File: config.mk
export PLATFORM = sky130hd
export DESIGN_NAME = coin_bank_ctrl
export DESIGN_NICKNAME = d
export VERILOG_FILES = /design/src/rtl/coin_bank_pkg.sv /design/src/rtl/coin_greedy_select.sv /design/src/rtl/coin_bank_ctrl.sv
export SDC_FILE = /design/constraint.sdc
export NUM_CORES = 1
export LEC_CHECK = 0
export CAP_MARGIN = 30
export CORE_ASPECT_RATIO = 1.4
export CORE_UTILIZATION = 65
export CTS_BUF_LIST = sky130_fd_sc_hd__clkbuf_8
export DETAILED_ROUTE_END_ITERATION = 10
export DONT_BUFFER_PORTS = 1
export MAX_ROUTING_LAYER = met4
export PLACE_DENSITY = 0.79
export SKIP_CTS_REPAIR_TIMING = 1
export SLEW_MARGIN = 20
export SYNTH_ARGS = -nofsm -noshare
export SYNTH_HDL_FRONTEND = slang
export SYNTH_SLANG_ARGS = --single-unit
File: constraint.sdc
create_clock -name clk -period 6.1 [get_ports clk]
set_input_delay 1.22 -clock clk [delete_from_list [all_inputs] [get_ports clk]]
set_output_delay 1.22 -clock clk [all_outputs]
set_load 0.005 [all_outputs]
File: src/rtl/coin_bank_pkg.sv
// Shared types and defaults for the coin bank controller.
// Payout FSM encoding and the default denomination table.
package coin_bank_pkg;

    localparam int DEF_VAL_W = 8;
    localparam logic [4*DEF_VAL_W-1:0] DEF_COIN_VALUES =
        {8'd10, 8'd5, 8'd2, 8'd1};

    typedef enum logic [1:0] {
        ST_IDLE,
        ST_PAYOUT,
        ST_DONE,
        ST_FAIL
    } state_t;

endpackage

File: src/rtl/coin_greedy_select.sv
// Greedy change picker: the largest denomination that is in stock
// and still fits into the remaining amount.
module coin_greedy_select
    import coin_bank_pkg::*;
#(
    parameter int NUM_TYPES = 4,
    parameter int TYPE_W    = 2,
    parameter int COUNT_W   = 8,
    parameter int VAL_W     = DEF_VAL_W,
    parameter int TOTAL_W   = 16
) (
    input  logic [NUM_TYPES*COUNT_W-1:0] counts,
    input  logic [NUM_TYPES*VAL_W-1:0]   values,
    input  logic [TOTAL_W-1:0]           remaining,
    output logic                         found,
    output logic [TYPE_W-1:0]            idx
);

    always_comb begin
        found = 1'b0;
        idx   = '0;
        for (int i = NUM_TYPES - 1; i >= 0; i--) begin
            if (!found &&
                counts[i*COUNT_W +: COUNT_W] != '0 &&
                TOTAL_W'(values[i*VAL_W +: VAL_W]) <= remaining) begin
                found = 1'b1;
                idx   = TYPE_W'(i);
            end
        end
    end

endmodule

File: src/rtl/coin_bank_ctrl.sv
// Coin tally with running total and a one-coin-per-clock greedy
// change payout engine.
module coin_bank_ctrl
    import coin_bank_pkg::*;
#(
    parameter int NUM_TYPES = 4,
    parameter int TYPE_W    = 2,
    parameter int COUNT_W   = 8,
    parameter int TOTAL_W   = 16,
    parameter int VAL_W     = DEF_VAL_W,
    parameter logic [NUM_TYPES*VAL_W-1:0] COIN_VALUES = DEF_COIN_VALUES
) (
    input  logic                         clk,
    input  logic                         reset_n,
    input  logic                         coin_insert,
    input  logic [TYPE_W-1:0]            coin_type,
    output logic                         coin_accept,
    output logic                         coin_reject,
    input  logic                         payout_req,
    input  logic [TOTAL_W-1:0]           payout_amount,
    output logic                         payout_busy,
    output logic                         dispense_valid,
    output logic [TYPE_W-1:0]            dispense_type,
    output logic                         payout_done,
    output logic                         payout_fail,
    output logic [TOTAL_W-1:0]           total_value,
    output logic [NUM_TYPES*COUNT_W-1:0] coin_counts
);

    state_t                       state_q;
    logic                         ins_q;
    logic [TOTAL_W-1:0]           rem_q;
    logic [NUM_TYPES*COUNT_W-1:0] counts_q;
    logic [TOTAL_W-1:0]           total_q;

    logic                         ins_edge;
    logic                         in_range;
    logic [COUNT_W-1:0]           cnt_sel;
    logic [TOTAL_W:0]             sum_ins;
    logic                         can_accept;
    logic                         found;
    logic [TYPE_W-1:0]            pick;
    logic [TOTAL_W-1:0]           pick_val;

    assign ins_edge = coin_insert & ~ins_q;
    assign in_range = int'(coin_type) < NUM_TYPES;
    assign cnt_sel  = counts_q[coin_type*COUNT_W +: COUNT_W];
    assign sum_ins  = {1'b0, total_q} +
        (TOTAL_W+1)'(COIN_VALUES[coin_type*VAL_W +: VAL_W]);

    // A payout request in the same cycle takes priority over a coin.
    assign can_accept = (state_q == ST_IDLE) && !payout_req &&
                        in_range && (cnt_sel != '1) && !sum_ins[TOTAL_W];

    coin_greedy_select #(
        .NUM_TYPES (NUM_TYPES),
        .TYPE_W    (TYPE_W),
        .COUNT_W   (COUNT_W),
        .VAL_W     (VAL_W),
        .TOTAL_W   (TOTAL_W)
    ) u_select (
        .counts    (counts_q),
        .values    (COIN_VALUES),
        .remaining (rem_q),
        .found     (found),
        .idx       (pick)
    );

    assign pick_val    = TOTAL_W'(COIN_VALUES[pick*VAL_W +: VAL_W]);
    assign payout_busy = (state_q != ST_IDLE);
    assign total_value = total_q;
    assign coin_counts = counts_q;

    always_ff @(posedge clk or negedge reset_n) begin
        if (!reset_n) begin
            state_q        <= ST_IDLE;
            ins_q          <= 1'b0;
            rem_q          <= '0;
            counts_q       <= '0;
            total_q        <= '0;
            coin_accept    <= 1'b0;
            coin_reject    <= 1'b0;
            dispense_valid <= 1'b0;
            dispense_type  <= '0;
            payout_done    <= 1'b0;
            payout_fail    <= 1'b0;
        end else begin
            ins_q          <= coin_insert;
            coin_accept    <= 1'b0;
            coin_reject    <= 1'b0;
            dispense_valid <= 1'b0;
            dispense_type  <= '0;
            payout_done    <= 1'b0;
            payout_fail    <= 1'b0;

            if (ins_edge) begin
                if (can_accept) begin
                    counts_q[coin_type*COUNT_W +: COUNT_W] <= cnt_sel + 1'b1;
                    total_q     <= sum_ins[TOTAL_W-1:0];
                    coin_accept <= 1'b1;
                end else begin
                    coin_reject <= 1'b1;
                end
            end

            unique case (state_q)
                ST_IDLE: begin
                    if (payout_req) begin
                        if (payout_amount > total_q) begin
                            state_q <= ST_FAIL;
                        end else if (payout_amount == '0) begin
                            state_q <= ST_DONE;
                        end else begin
                            rem_q   <= payout_amount;
                            state_q <= ST_PAYOUT;
                        end
                    end
                end
                ST_PAYOUT: begin
                    if (found) begin
                        dispense_valid <= 1'b1;
                        dispense_type  <= pick;
                        counts_q[pick*COUNT_W +: COUNT_W] <=
                            counts_q[pick*COUNT_W +: COUNT_W] - 1'b1;
                        total_q <= total_q - pick_val;
                        rem_q   <= rem_q - pick_val;
                        if (rem_q == pick_val) state_q <= ST_DONE;
                    end else begin
                        state_q <= ST_FAIL;
                    end
                end
                ST_DONE: begin
                    payout_done <= 1'b1;
                    state_q     <= ST_IDLE;
                end
                ST_FAIL: begin
                    payout_fail <= 1'b1;
                    state_q     <= ST_IDLE;
                end
                default: state_q <= ST_IDLE;
            endcase
        end
    end

endmodule

==> results of run 1 <==
[state kept, by name (all words and copies together), names as in the netlist]
register        flops
coin_accept         1
coin_counts        32
coin_reject         1
dispense_type       2
dispense_valid      1
ins_q               1
payout_done         1
payout_fail         1
rem_q              16
state_q             2
total_value        16
[cells by family (layout without fill, tap and decap cells)]
group	Yosys count	count (layout)
XOR/XNOR	27	27
multiplexers	15	15
adder cells (fa/ha/maj)	46	46
AO/OA/AOI/OAI	207	207
flip-flops	74	74
AND/OR/NAND/NOR	227	227
buffers and inverters	65	57
[worst paths after layout]
path,start,endpoint,slack (ps),cells after the start
max,rem_q[12],rem_q[10],1300,17
min,state_q[0],payout_done,520,1
min reg2reg,state_q[0],payout_done,520,1
max reg2reg,rem_q[12],rem_q[10],1300,17
max in group asynchronous,reset_n,total_value[9],5440,0
min in group asynchronous,reset_n,rem_q[3],540,0
[power by group]
group / internal (uW) / total, uW / switching, uW
logic: 740 / 1880 / 1140
registers: 713 / 1060 / 350
clock network: 293 / 493 / 200
total: 1750 / 3430 / 1690
[cells in the mapped netlist (6+ instances only)]
| cell | instances |
|---|---|
| a211o_1 | 6 |
| a21o_1 | 9 |
| a21oi_1 | 54 |
| a31oi_1 | 7 |
| and2_1 | 9 |
| clkbuf_1 | 18 |
| dfrtp_1 | 74 |
| ha_1 | 43 |
| inv_1 | 36 |
| mux4_2 | 8 |
| nand2_1 | 43 |
| nand3_1 | 10 |
| nand4_1 | 9 |
| nor2_1 | 41 |
| nor2b_1 | 10 |
| nor3_1 | 38 |
| nor4_1 | 13 |
| o21a_1 | 9 |
| o21ai_0 | 31 |
| o22ai_1 | 26 |
| o31ai_1 | 7 |
| or2_2 | 7 |
| or3_1 | 16 |
| xnor2_1 | 21 |
| xor2_1 | 6 |
[area by class of cell]
type,instances,area [um^2]
Clock inverter,5,101
Clock buffer,11,151
Timing Repair Buffer,4,30.0
Sequential cell,74,1850
Multi-Input combinational cell,522,3690
Tap cell,105,131
Inverter,37,139
Fill cell,669,2510
[through the flow]
| stage | setup slack [ps] | cell area, um^2 | std cells |
|---|---|---|---|
| 2_1_floorplan | 1710 | 5810 | 661 |
| 3_3_place_gp | 1420 | 5840 | 742 |
| 3_5_place_dp | 1300 | 5840 | 742 |
| 4_1_cts | 1290 | 6100 | 758 |
| 5_1_grt | 908 | 6100 | 758 |
| 6_report | 1300 | 6100 | 758 |
[worst max-delay path, cell delays in order, from the launching register on]
cell and delay [ps]:
dfrtp_1 440, nor3_1 410, and4_2 360, a21boi_0 240
o21ai_1 610, inv_1 280, ha_1 310, or2_2 320
ha_1 220, fa_1 410, nor2b_1 110, o21ai_0 80
nand2b_1 140, nand3b_1 260, nor3_1 100, o21a_1 180
a31oi_1 160, a21oi_1 50
[per-layer routing]
| layer | part of all wire [%] | wire length (um) |
|---|---|---|
| met1 | 34 | 5930 |
| met2 | 51 | 8830 |
| met3 | 9.3 | 1620 |
| met4 | 6.3 | 1100 |
| met5 | 0 | 0 |
==> flow_summary.html, run 1 <==
<table>
<tr><th>Metric</th><th>Value</th></tr>
<tr><th colspan="2">Status</th></tr>
<tr><td>Status</td><td>complete, no violations</td></tr>
<tr><th colspan="2">Synthesis</th></tr>
<tr><td>Number of nets in the synthesized netlist</td><td>729</td></tr>
<tr><td>Share of Yosys cell area claimed by the top area cell type</td><td>around a third</td></tr>
<tr><td>Synthesis Warnings</td><td>0</td></tr>
<tr><td>Biggest area contributors in the synthesized netlist</td><td>dfrtp_1 (32%), ha_1 (9.3%), a21oi_1 (4.7%), nor3_1 (3.3%), xnor2_1 (3.2%)</td></tr>
<tr><td>Area fraction in and, or, nand and nor cells after synthesis</td><td>between 20% and 30%</td></tr>
<tr><td>Cell count after synthesis</td><td>between 600 and 700</td></tr>
<tr><td>Syn_area_per_cell</td><td>8.78 um^2</td></tr>
<tr><td>Share of the yosys chip area belonging to registers</td><td>31.9%</td></tr>
<tr><td>Mapped cell area</td><td>between 5000 and 6000 um^2</td></tr>
<tr><td>Post-synth EDFFs</td><td>0</td></tr>
<tr><td>Xor/xnor share of the synthesized area</td><td>approximately 4.1%</td></tr>
<tr><td>Top cell type by total area after synthesis</td><td>dfrtp_1</td></tr>
<tr><td>Dominant combinational cell family by area after synthesis</td><td>compound AO/OA/AOI/OAI gates</td></tr>
<tr><td>Flops &amp; latches, synth</td><td>74</td></tr>
<tr><td>Post-synthesis share of cell area spent on full adders, half adders and majority gates</td><td>between 10% and 20%</td></tr>
<tr><td>Share of async-settable or async-resettable flops after synthesis</td><td>between 90% and 100%</td></tr>
<tr><td>Area fraction in compound gates after synthesis</td><td>between 20% and 30%</td></tr>
<tr><td>Unique masters post-synth</td><td>73</td></tr>
<tr><td>Mux contribution to synthesized area</td><td>4.38%</td></tr>
<tr><td>Most common flop cell mapped by yosys</td><td>dfrtp_1</td></tr>
<tr><th colspan="2">Timing</th></tr>
<tr><td>Number of slew-limit violations in the final report</td><td>0</td></tr>
<tr><td>Hold Fails Final Rpt</td><td>0</td></tr>
<tr><td>Worst Hold Slack</td><td>about 520 ps</td></tr>
<tr><td>Setup-violating endpoint count in the final report</td><td>0</td></tr>
<tr><td>Setup repair after global routing missed its margin</td><td>no</td></tr>
<tr><td>Setup skew after layout</td><td>approximately 8 ps</td></tr>
<tr><td>Post-route minimum period</td><td>approximately 4800 ps</td></tr>
<tr><td>Slew at the pin with the worst max-slew slack</td><td>956 ps</td></tr>
<tr><td>Share of the clock period used by the worst path after layout</td><td>about four fifths</td></tr>
<tr><td>Setup Total Neg Slack</td><td>0 ps</td></tr>
<tr><td>Relative slew slack</td><td>around 36%</td></tr>
<tr><td>Highest clock rate</td><td>~210 MHz</td></tr>
<tr><th colspan="2">Power and ir drop</th></tr>
<tr><td>Highest ir drop seen on vdd</td><td>roughly 0.37 mV</td></tr>
<tr><td>Total power</td><td>about 3400 uW</td></tr>
<tr><td>Power per cell area</td><td>between 500 and 600 nW/um^2</td></tr>
<tr><td>Leakage power of the design</td><td>between 0.002 and 0.0025 uW</td></tr>
<tr><th colspan="2">Critical path</th></tr>
<tr><td>Critical Path Start Type</td><td>flop</td></tr>
<tr><td>CP Data Arrival Time</td><td>about 5000 ps</td></tr>
<tr><td>Startpoint-to-endpoint class of the critical path</td><td>reg -&gt; reg</td></tr>
<tr><td>CP required</td><td>between 6000 and 7000 ps</td></tr>
<tr><td>Biggest fanout along the worst timing path</td><td>8</td></tr>
<tr><td>Endpoint type of the worst setup path</td><td>flop</td></tr>
<tr><th colspan="2">Global route</th></tr>
<tr><td>Number of global-route vias before repair</td><td>around 5500</td></tr>
<tr><td>Met2 track demand over resource in global routing</td><td>between 60% and 70%</td></tr>
<tr><td>Total Routing Usage GR</td><td>between 40% and 50%</td></tr>
<tr><td>Initial antenna violation count</td><td>0</td></tr>
<tr><td>Grt total ovfl</td><td>0</td></tr>
<tr><td>Maximum number of pins on one net before global-route repair</td><td>between 70 and 80</td></tr>
<tr><td>Met3 track demand over resource</td><td>roughly an eighth</td></tr>
<tr><td>Wire length of the first global-routing pass</td><td>between 20 and 30 mm</td></tr>
<tr><td>GRT met1 Usage</td><td>a little over two fifths</td></tr>
<tr><td>Most used routing layer</td><td>met2</td></tr>
<tr><th colspan="2">Placed design</th></tr>
<tr><td>Post-detail-place hpwl</td><td>approximately 13 mm</td></tr>
<tr><td>I/O Buffers</td><td>0</td></tr>
<tr><td>Routability-driven placement congestion ratio</td><td>between 1 and 1.5</td></tr>
<tr><th colspan="2">CTS</th></tr>
<tr><td>Total number of clock tree sinks</td><td>74</td></tr>
<tr><td>Cts bufs inserted</td><td>9</td></tr>
<tr><td>H-tree depth</td><td>3</td></tr>
<tr><td>Buffer depth of the longest clock path</td><td>2</td></tr>
<tr><td>Root buffer selected by CTS</td><td>clkbuf_8</td></tr>
<tr><td>Reg clk slew, reported paths</td><td>about 80 ps</td></tr>
<tr><td>Later-pin clock latency in the skew report</td><td>370 ps</td></tr>
<tr><td>CTS tree</td><td>done</td></tr>
<tr><th colspan="2">Routing</th></tr>
<tr><td>Remaining design rule violation count</td><td>0</td></tr>
<tr><td>Detailed Routing Iterations Pass 1</td><td>5</td></tr>
<tr><td>Detailed router's first-iteration violation count</td><td>~500</td></tr>
<tr><td>Vias/cell</td><td>around 7.3</td></tr>
<tr><td>Final wirelength</td><td>roughly 17 mm</td></tr>
<tr><td>Wirelength per Cell</td><td>approximately 23 um</td></tr>
<tr><td>Count of vias placed by the detailed router</td><td>roughly 5500</td></tr>
<tr><td>Routed Antenna Nets</td><td>0</td></tr>
<tr><th colspan="2">Floorplanning</th></tr>
<tr><td>DIE HEIGHT</td><td>between 100 and 150 um</td></tr>
<tr><td>Starting utilization of the core area</td><td>roughly 67%</td></tr>
<tr><td>Row count</td><td>40</td></tr>
<tr><td>Die outline area</td><td>between 9000 and 10000 um^2</td></tr>
<tr><td>Die Wd</td><td>a little over 80 um</td></tr>
<tr><td>Area of the placeable core</td><td>around 8600 um^2</td></tr>
<tr><td>Boundary pin count</td><td>~80</td></tr>
<tr><th colspan="2">Final layout</th></tr>
<tr><td>Most common cell after layout, fill and taps aside</td><td>dfrtp_1</td></tr>
<tr><td>Proportion of layout cells with a drive suffix above 1</td><td>8.42%</td></tr>
<tr><td>Most frequent cells in the layout</td><td>dfrtp_1 (74), a21oi_1 (54), nand2_1 (43), ha_1 (43), nor2_1 (41)</td></tr>
<tr><td>Antenna diodes</td><td>0</td></tr>
<tr><td>Syn-to-layout area delta</td><td>5.02%</td></tr>
<tr><td>Final nets</td><td>slightly above 700</td></tr>
<tr><td>Utilization of the core after routing</td><td>70.8%</td></tr>
<tr><th colspan="2">Run</th></tr>
<tr><td>Count of maximum capacitance violations</td><td>0</td></tr>
<tr><th colspan="2">Hold path</th></tr>
<tr><td>Path category of the worst min-delay check</td><td>reg -&gt; reg</td></tr>
</table>
Power figures use the tool's default switching activity.
==> run 2: changes to the inputs <==
- clock period: 6.1 -> 4.65 ns (I/O delays scaled with it)
==> flow_summary.html, run 2 (synthesized netlist as in run 1, its figures left out) <==
<table>
<tr><th>Metric</th><th>Value</th></tr>
<tr><th colspan="2">CTS</th></tr>
<tr><td>H-tree depth</td><td>3 (unchanged)</td></tr>
<tr><td>Root buffer selected by CTS</td><td>clkbuf_8</td></tr>
<tr><td>CTS tree</td><td>done</td></tr>
<tr><td>Reg clk slew, reported paths</td><td>90 ps (about the same)</td></tr>
<tr><td>Total number of clock tree sinks</td><td>74 (unchanged)</td></tr>
<tr><td>Buffer depth of the longest clock path</td><td>2 (unchanged)</td></tr>
<tr><td>Cts bufs inserted</td><td>9 (unchanged)</td></tr>
<tr><td>Later-pin clock latency in the skew report</td><td>370 ps (about the same)</td></tr>
<tr><th colspan="2">Critical path</th></tr>
<tr><td>Startpoint-to-endpoint class of the critical path</td><td>reg -&gt; reg</td></tr>
<tr><td>Endpoint type of the worst setup path</td><td>flop</td></tr>
<tr><td>Worst-case reg-to-reg path depth</td><td>16 (-1)</td></tr>
<tr><td>CP Data Arrival Time</td><td>4560 ps (-480 ps)</td></tr>
<tr><td>Critical Path Start Type</td><td>flop</td></tr>
<tr><td>Biggest fanout along the worst timing path</td><td>7 (-1)</td></tr>
<tr><td>CP required</td><td>4890 ps (-1450 ps)</td></tr>
<tr><th colspan="2">Placed design</th></tr>
<tr><td>Standard cell area after detailed placement</td><td>5930 um^2 (+1.4%)</td></tr>
<tr><td>Inst Count DP</td><td>753 (+1.5%)</td></tr>
<tr><td>Post-detail-place hpwl</td><td>13.6 mm (+4.3%)</td></tr>
<tr><td>I/O Buffers</td><td>0 (unchanged)</td></tr>
<tr><td>Routability-driven placement congestion ratio</td><td>0.979 (-6.4%)</td></tr>
<tr><th colspan="2">Power and ir drop</th></tr>
<tr><td>Highest ir drop seen on vdd</td><td>0.462 mV (+27%)</td></tr>
<tr><td>Power per cell area</td><td>733 nW/um^2 (+30%)</td></tr>
<tr><td>Total power</td><td>4500 uW (+31%)</td></tr>
<tr><td>Leakage power of the design</td><td>0.00252 uW (+1.4%)</td></tr>
<tr><th colspan="2">Timing</th></tr>
<tr><td>Relative slew slack</td><td>50.2% (+14 points)</td></tr>
<tr><td>Setup Total Neg Slack</td><td>0 ps (unchanged)</td></tr>
<tr><td>Slew at the pin with the worst max-slew slack</td><td>741 ps (-215 ps)</td></tr>
<tr><td>Highest clock rate</td><td>232 MHz (+11%)</td></tr>
<tr><td>Setup-violating endpoint count in the final report</td><td>0 (unchanged)</td></tr>
<tr><td>Setup skew after layout</td><td>17.7 ps (+9.64 ps)</td></tr>
<tr><td>Post-route minimum period</td><td>4320 ps (-481 ps)</td></tr>
<tr><td>Setup repair after global routing missed its margin</td><td>no</td></tr>
<tr><td>Hold Fails Final Rpt</td><td>0 (unchanged)</td></tr>
<tr><td>Number of slew-limit violations in the final report</td><td>0 (unchanged)</td></tr>
<tr><td>Share of the clock period used by the worst path after layout</td><td>92.9% (+14 points)</td></tr>
<tr><th colspan="2">Floorplanning</th></tr>
<tr><td>Die outline area</td><td>9320 um^2 (unchanged)</td></tr>
<tr><td>Area of the placeable core</td><td>8610 um^2 (unchanged)</td></tr>
<tr><td>Die Wd</td><td>81.9 um (unchanged)</td></tr>
<tr><td>DIE HEIGHT</td><td>114 um (unchanged)</td></tr>
<tr><td>Row count</td><td>40 (unchanged)</td></tr>
<tr><td>Boundary pin count</td><td>78 (unchanged)</td></tr>
<tr><td>Starting utilization of the core area</td><td>67.4% (unchanged)</td></tr>
<tr><th colspan="2">Global route</th></tr>
<tr><td>Total Routing Usage GR</td><td>42.3% (+1.3 points)</td></tr>
<tr><td>Number of global-route vias before repair</td><td>5516 (+0.58%)</td></tr>
<tr><td>Maximum number of pins on one net before global-route repair</td><td>75 (unchanged)</td></tr>
<tr><td>Wire length of the first global-routing pass</td><td>28.5 mm (+2.8%)</td></tr>
<tr><td>Grt total ovfl</td><td>0 (unchanged)</td></tr>
<tr><td>Initial antenna violation count</td><td>1 (+1)</td></tr>
<tr><th colspan="2">Final layout</th></tr>
<tr><td>Most frequent cells in the layout</td><td>dfrtp_1 (74), a21oi_1 (54), nand2_1 (43), ha_1 (43), nor2_1 (41)</td></tr>
<tr><td>Utilization of the core after routing</td><td>71.4% (+0.60 points)</td></tr>
<tr><td>Non-Filler Cell Area, Final</td><td>6150 um^2 (+0.84%)</td></tr>
<tr><td>Non-filler instance count after layout</td><td>769 (+1.5%)</td></tr>
<tr><td>Largest register FFs</td><td>32 (unchanged)</td></tr>
<tr><td>Most common cell after layout, fill and taps aside</td><td>dfrtp_1</td></tr>
<tr><td>Syn-to-layout area delta</td><td>5.91%</td></tr>
<tr><td>Final nets</td><td>727 (+1.5%)</td></tr>
<tr><td>Proportion of layout cells with a drive suffix above 1</td><td>9.95% (+1.5 points)</td></tr>
<tr><th colspan="2">Run</th></tr>
<tr><td>Count of maximum capacitance violations</td><td>0 (unchanged)</td></tr>
<tr><th colspan="2">Routing</th></tr>
<tr><td>Remaining design rule violation count</td><td>0 (unchanged)</td></tr>
<tr><td>Count of vias placed by the detailed router</td><td>5536 (+0.73%)</td></tr>
<tr><td>Final wirelength</td><td>18.2 mm (+4.0%)</td></tr>
<tr><td>Detailed router's first-iteration violation count</td><td>477 (-5.5%)</td></tr>
<tr><td>Wirelength per Cell</td><td>23.6 um (+2.5%)</td></tr>
<tr><td>Vias/cell</td><td>7.20 (-0.71%)</td></tr>
<tr><td>Routed Antenna Nets</td><td>0 (unchanged)</td></tr>
<tr><td>Detailed Routing Iterations Pass 1</td><td>5 (unchanged)</td></tr>
<tr><th colspan="2">Hold path</th></tr>
<tr><td>Path category of the worst min-delay check</td><td>in -&gt; async</td></tr>
<tr><th colspan="2">Status</th></tr>
<tr><td>Status</td><td>complete, no violations</td></tr>
</table>
[run 2: changes by cell type in the layout (fill, tap and decap cells not counted), sizes merged]
cell,previous run,this run
diode,0,1
bufinv,3,2
clkbuf,11,10
buf,4,15
clkinv,0,1
[run 2: cell type report]
cell class                      instances  area [um^2]
Sequential cell                        74         1850
Clock buffer                           10          138
Tap cell                              105          131
Clock inverter                          5         80.1
Timing Repair Buffer                   15          113
Fill cell                             665         2460
Antenna cell                            1         2.50
Inverter                               37          139
Multi-Input combinational cell        522         3690
[run 2: power by group]
group	switching (uW)	internal, uW	leakage, uW
registers	454	936	0.000904
clock network	247	313	0.000110
logic	1540	1010	0.00151
total	2240	2260	0.00252
[run 2: worst max-delay path, stage by stage, from the launching register on]
cell and delay (ps):
dfrtp_1 450, or4_1 630, or3_1 430, o22ai_2 260
o21ai_1 120, inv_1 200, ha_1 230, or2_2 140
ha_1 180, fa_1 230, nor2b_1 60, o21ai_0 170
nand2b_1 130, nand3b_1 330, o41ai_1 350, a41o_1 220
o21ai_0 70
[run 2: per-layer routing]
layer / GRT usage [%] / vias to the layer above / wire length (um)
li1: - / 2486 / -
met1: 45.1 / 2646 / 6480
met2: 67.9 / 304 / 9100
met3: 9.92 / 100 / 1360
met4: 29.2 / 0 / 1230
met5: - / - / 0
[run 2: worst paths after layout]
kind	startpoint	to	slack (ps)
worst max register to register	coin_counts[12]	rem_q[14]	330
worst min register to register	state_q[0]	payout_done	540
worst max-delay path	coin_counts[12]	rem_q[14]	330
max in group asynchronous	reset_n	coin_counts[21]	4290
min in group clk	state_q[0]	payout_done	540
worst min-delay path	reset_n	rem_q[8]	240
[run 2: through the flow]
step                hold slack [ps]  setup slack [ps]
global route                    236              43.5
finish                          242               331
global placement                474               474
detailed placement              509               283
CTS                             239               346
floorplan                       458               495
==> run 3: changes to the inputs <==
- REMOVE_ABC_BUFFERS: unset -> 1
- SLEW_MARGIN: 20 -> unset
==> flow_summary.html, run 3 (synthesized netlist as in run 1, its figures left out) <==
<table>
<tr><th>Metric</th><th>Value</th></tr>
<tr><th colspan="2">Critical path</th></tr>
<tr><td>Setup slack on the worst flop-to-flop path</td><td>260 ps (-70 ps)</td></tr>
<tr><td>Startpoint-to-endpoint class of the critical path</td><td>reg -&gt; reg</td></tr>
<tr><td>CP Data Arrival Time</td><td>4610 ps (+50 ps)</td></tr>
<tr><td>Critical Path Start Type</td><td>flop</td></tr>
<tr><td>Biggest fanout along the worst timing path</td><td>13 (+6)</td></tr>
<tr><td>Endpoint type of the worst setup path</td><td>flop</td></tr>
<tr><td>CP required</td><td>4870 ps (-20 ps)</td></tr>
<tr><th colspan="2">Floorplanning</th></tr>
<tr><td>Starting utilization of the core area</td><td>67.4% (unchanged)</td></tr>
<tr><td>Die outline area</td><td>9320 um^2 (unchanged)</td></tr>
<tr><td>Row count</td><td>40 (unchanged)</td></tr>
<tr><td>Die Wd</td><td>81.9 um (unchanged)</td></tr>
<tr><td>Boundary pin count</td><td>78 (unchanged)</td></tr>
<tr><td>DIE HEIGHT</td><td>114 um (unchanged)</td></tr>
<tr><td>Area of the placeable core</td><td>8610 um^2 (unchanged)</td></tr>
<tr><th colspan="2">CTS</th></tr>
<tr><td>Cts bufs inserted</td><td>9 (unchanged)</td></tr>
<tr><td>Reg clk slew, reported paths</td><td>80 ps (about the same)</td></tr>
<tr><td>CTS tree</td><td>done</td></tr>
<tr><td>Root buffer selected by CTS</td><td>clkbuf_8</td></tr>
<tr><td>Total number of clock tree sinks</td><td>74 (unchanged)</td></tr>
<tr><td>Later-pin clock latency in the skew report</td><td>360 ps (about the same)</td></tr>
<tr><td>Buffer depth of the longest clock path</td><td>2 (unchanged)</td></tr>
<tr><td>H-tree depth</td><td>3 (unchanged)</td></tr>
<tr><th colspan="2">Power and ir drop</th></tr>
<tr><td>Total power</td><td>4390 uW (-2.6%)</td></tr>
<tr><td>Highest ir drop seen on vdd</td><td>0.411 mV (-11%)</td></tr>
<tr><td>Power per cell area</td><td>718 nW/um^2 (-2.0%)</td></tr>
<tr><td>Leakage power of the design</td><td>0.00251 uW (-0.55%)</td></tr>
<tr><th colspan="2">Timing</th></tr>
<tr><td>Relative slew slack</td><td>30.6% (-20 points)</td></tr>
<tr><td>Setup Total Neg Slack</td><td>0 ps (unchanged)</td></tr>
<tr><td>Hold Fails Final Rpt</td><td>0 (unchanged)</td></tr>
<tr><td>Number of slew-limit violations in the final report</td><td>0 (unchanged)</td></tr>
<tr><td>Setup repair after global routing missed its margin</td><td>no</td></tr>
<tr><td>Setup-violating endpoint count in the final report</td><td>0 (unchanged)</td></tr>
<tr><td>Post-route minimum period</td><td>4390 ps (+68.7 ps)</td></tr>
<tr><td>Highest clock rate</td><td>228 MHz (-1.6%)</td></tr>
<tr><td>Final setup slack of the worst path</td><td>263 ps (-68.7 ps)</td></tr>
<tr><td>Share of the clock period used by the worst path after layout</td><td>94.4% (+1.5 points)</td></tr>
<tr><td>Slew at the pin with the worst max-slew slack</td><td>1030 ps (+292 ps)</td></tr>
<tr><td>Setup skew after layout</td><td>15.5 ps (-2.22 ps)</td></tr>
<tr><th colspan="2">Final layout</th></tr>
<tr><td>Syn-to-layout area delta</td><td>5.32%</td></tr>
<tr><td>Utilization of the core after routing</td><td>71.0% (-0.39 points)</td></tr>
<tr><td>Final nets</td><td>724 (-0.41%)</td></tr>
<tr><td>Non-filler instance count after layout</td><td>765 (-0.52%)</td></tr>
<tr><td>Most frequent cells in the layout</td><td>dfrtp_1 (74), a21oi_1 (54), nand2_1 (43), ha_1 (43), nor2_1 (41)</td></tr>
<tr><td>Largest register FFs</td><td>32 (unchanged)</td></tr>
<tr><td>Proportion of layout cells with a drive suffix above 1</td><td>9.55% (-0.41 points)</td></tr>
<tr><td>Most common cell after layout, fill and taps aside</td><td>dfrtp_1</td></tr>
<tr><td>Antenna diodes</td><td>0 (-1)</td></tr>
<tr><th colspan="2">Placed design</th></tr>
<tr><td>Routability-driven placement congestion ratio</td><td>1.07 (+9.4%)</td></tr>
<tr><td>Inst Count DP</td><td>750 (-0.40%)</td></tr>
<tr><td>I/O Buffers</td><td>0 (unchanged)</td></tr>
<tr><td>Worst-case setup slack after placement</td><td>324 ps (+41.1 ps)</td></tr>
<tr><td>Post-detail-place hpwl</td><td>13.0 mm (-4.4%)</td></tr>
<tr><th colspan="2">Routing</th></tr>
<tr><td>Final wirelength</td><td>17.7 mm (-2.8%)</td></tr>
<tr><td>Remaining design rule violation count</td><td>0 (unchanged)</td></tr>
<tr><td>Count of vias placed by the detailed router</td><td>5511 (-0.45%)</td></tr>
<tr><td>Detailed Routing Iterations Pass 1</td><td>5 (unchanged)</td></tr>
<tr><td>Routed Antenna Nets</td><td>0 (unchanged)</td></tr>
<tr><td>Detailed router's first-iteration violation count</td><td>369 (-23%)</td></tr>
<tr><td>Wirelength per Cell</td><td>23.1 um (-2.3%)</td></tr>
<tr><td>Vias/cell</td><td>7.20 (about the same)</td></tr>
<tr><th colspan="2">Global route</th></tr>
<tr><td>Wire length of the first global-routing pass</td><td>27.4 mm (-3.8%)</td></tr>
<tr><td>Initial antenna violation count</td><td>0 (-1)</td></tr>
<tr><td>Number of global-route vias before repair</td><td>5431 (-1.5%)</td></tr>
<tr><td>Grt total ovfl</td><td>0 (unchanged)</td></tr>
<tr><td>Maximum number of pins on one net before global-route repair</td><td>75 (unchanged)</td></tr>
<tr><td>Total Routing Usage GR</td><td>40.5% (-1.8 points)</td></tr>
<tr><th colspan="2">Run</th></tr>
<tr><td>Count of maximum capacitance violations</td><td>0 (unchanged)</td></tr>
<tr><th colspan="2">Hold path</th></tr>
<tr><td>Path category of the worst min-delay check</td><td>in -&gt; async</td></tr>
<tr><th colspan="2">Status</th></tr>
<tr><td>Status</td><td>complete, no violations</td></tr>
</table>
## run 3: final timing paths
check	to	depth (start not counted)	from
min in group clk	payout_done	1	state_q[0]
min	total_value[9]	0	reset_n
max in group asynchronous	coin_counts[11]	0	reset_n
max	rem_q[10]	16	rem_q[12]
min reg2reg	payout_done	1	state_q[0]
max reg2reg	rem_q[10]	16	rem_q[12]
## run 3: layer usage
layer / vias to the layer above / routed length, um / GRT usage, %
li1: 2474 / - / -
met1: 2618 / 6190 / 41.8
met2: 314 / 8630 / 64.7
met3: 105 / 1490 / 10.9
met4: 0 / 1350 / 29.8
met5: - / 0 / -
## run 3: metrics by stage
stage	instance area [um^2]	hold WS, ps
after floorplan	5680	458
after global placement	5900	471
after detailed placement	5900	494
after CTS	6110	251
after global routing	6110	244
final	6110	259
## run 3: critical path, cell delays in order (launching register included)
cell	delay, ps
dfrtp_1	450
nor3_1	420
and4_2	360
a22o_1	420
nand2_1	230
ha_1	260
or2_2	310
ha_1	220
fa_1	420
nor2b_1	130
o21ai_0	80
nand2b_1	150
nand3b_1	260
nor3_1	100
o21a_1	180
a31oi_1	190
a21oi_1	60
## run 3: layout make-up
| cell class | instances | area [um^2] |
|---|---|---|
| tap | 105 | 131 |
| inverter | 37 | 139 |
| sequential | 74 | 1850 |
| timing repair buffer | 12 | 90.1 |
| multi-input combinational | 522 | 3700 |
| fill | 726 | 2490 |
| clock buffer | 12 | 165 |
| clock inverter | 3 | 38.8 |
## run 3: power by group
part	leakage, uW	total [uW]	internal [uW]	switching, uW
registers	0.000904	1400	936	467
clock network	0.000110	532	287	245
logic	0.00150	2450	995	1460
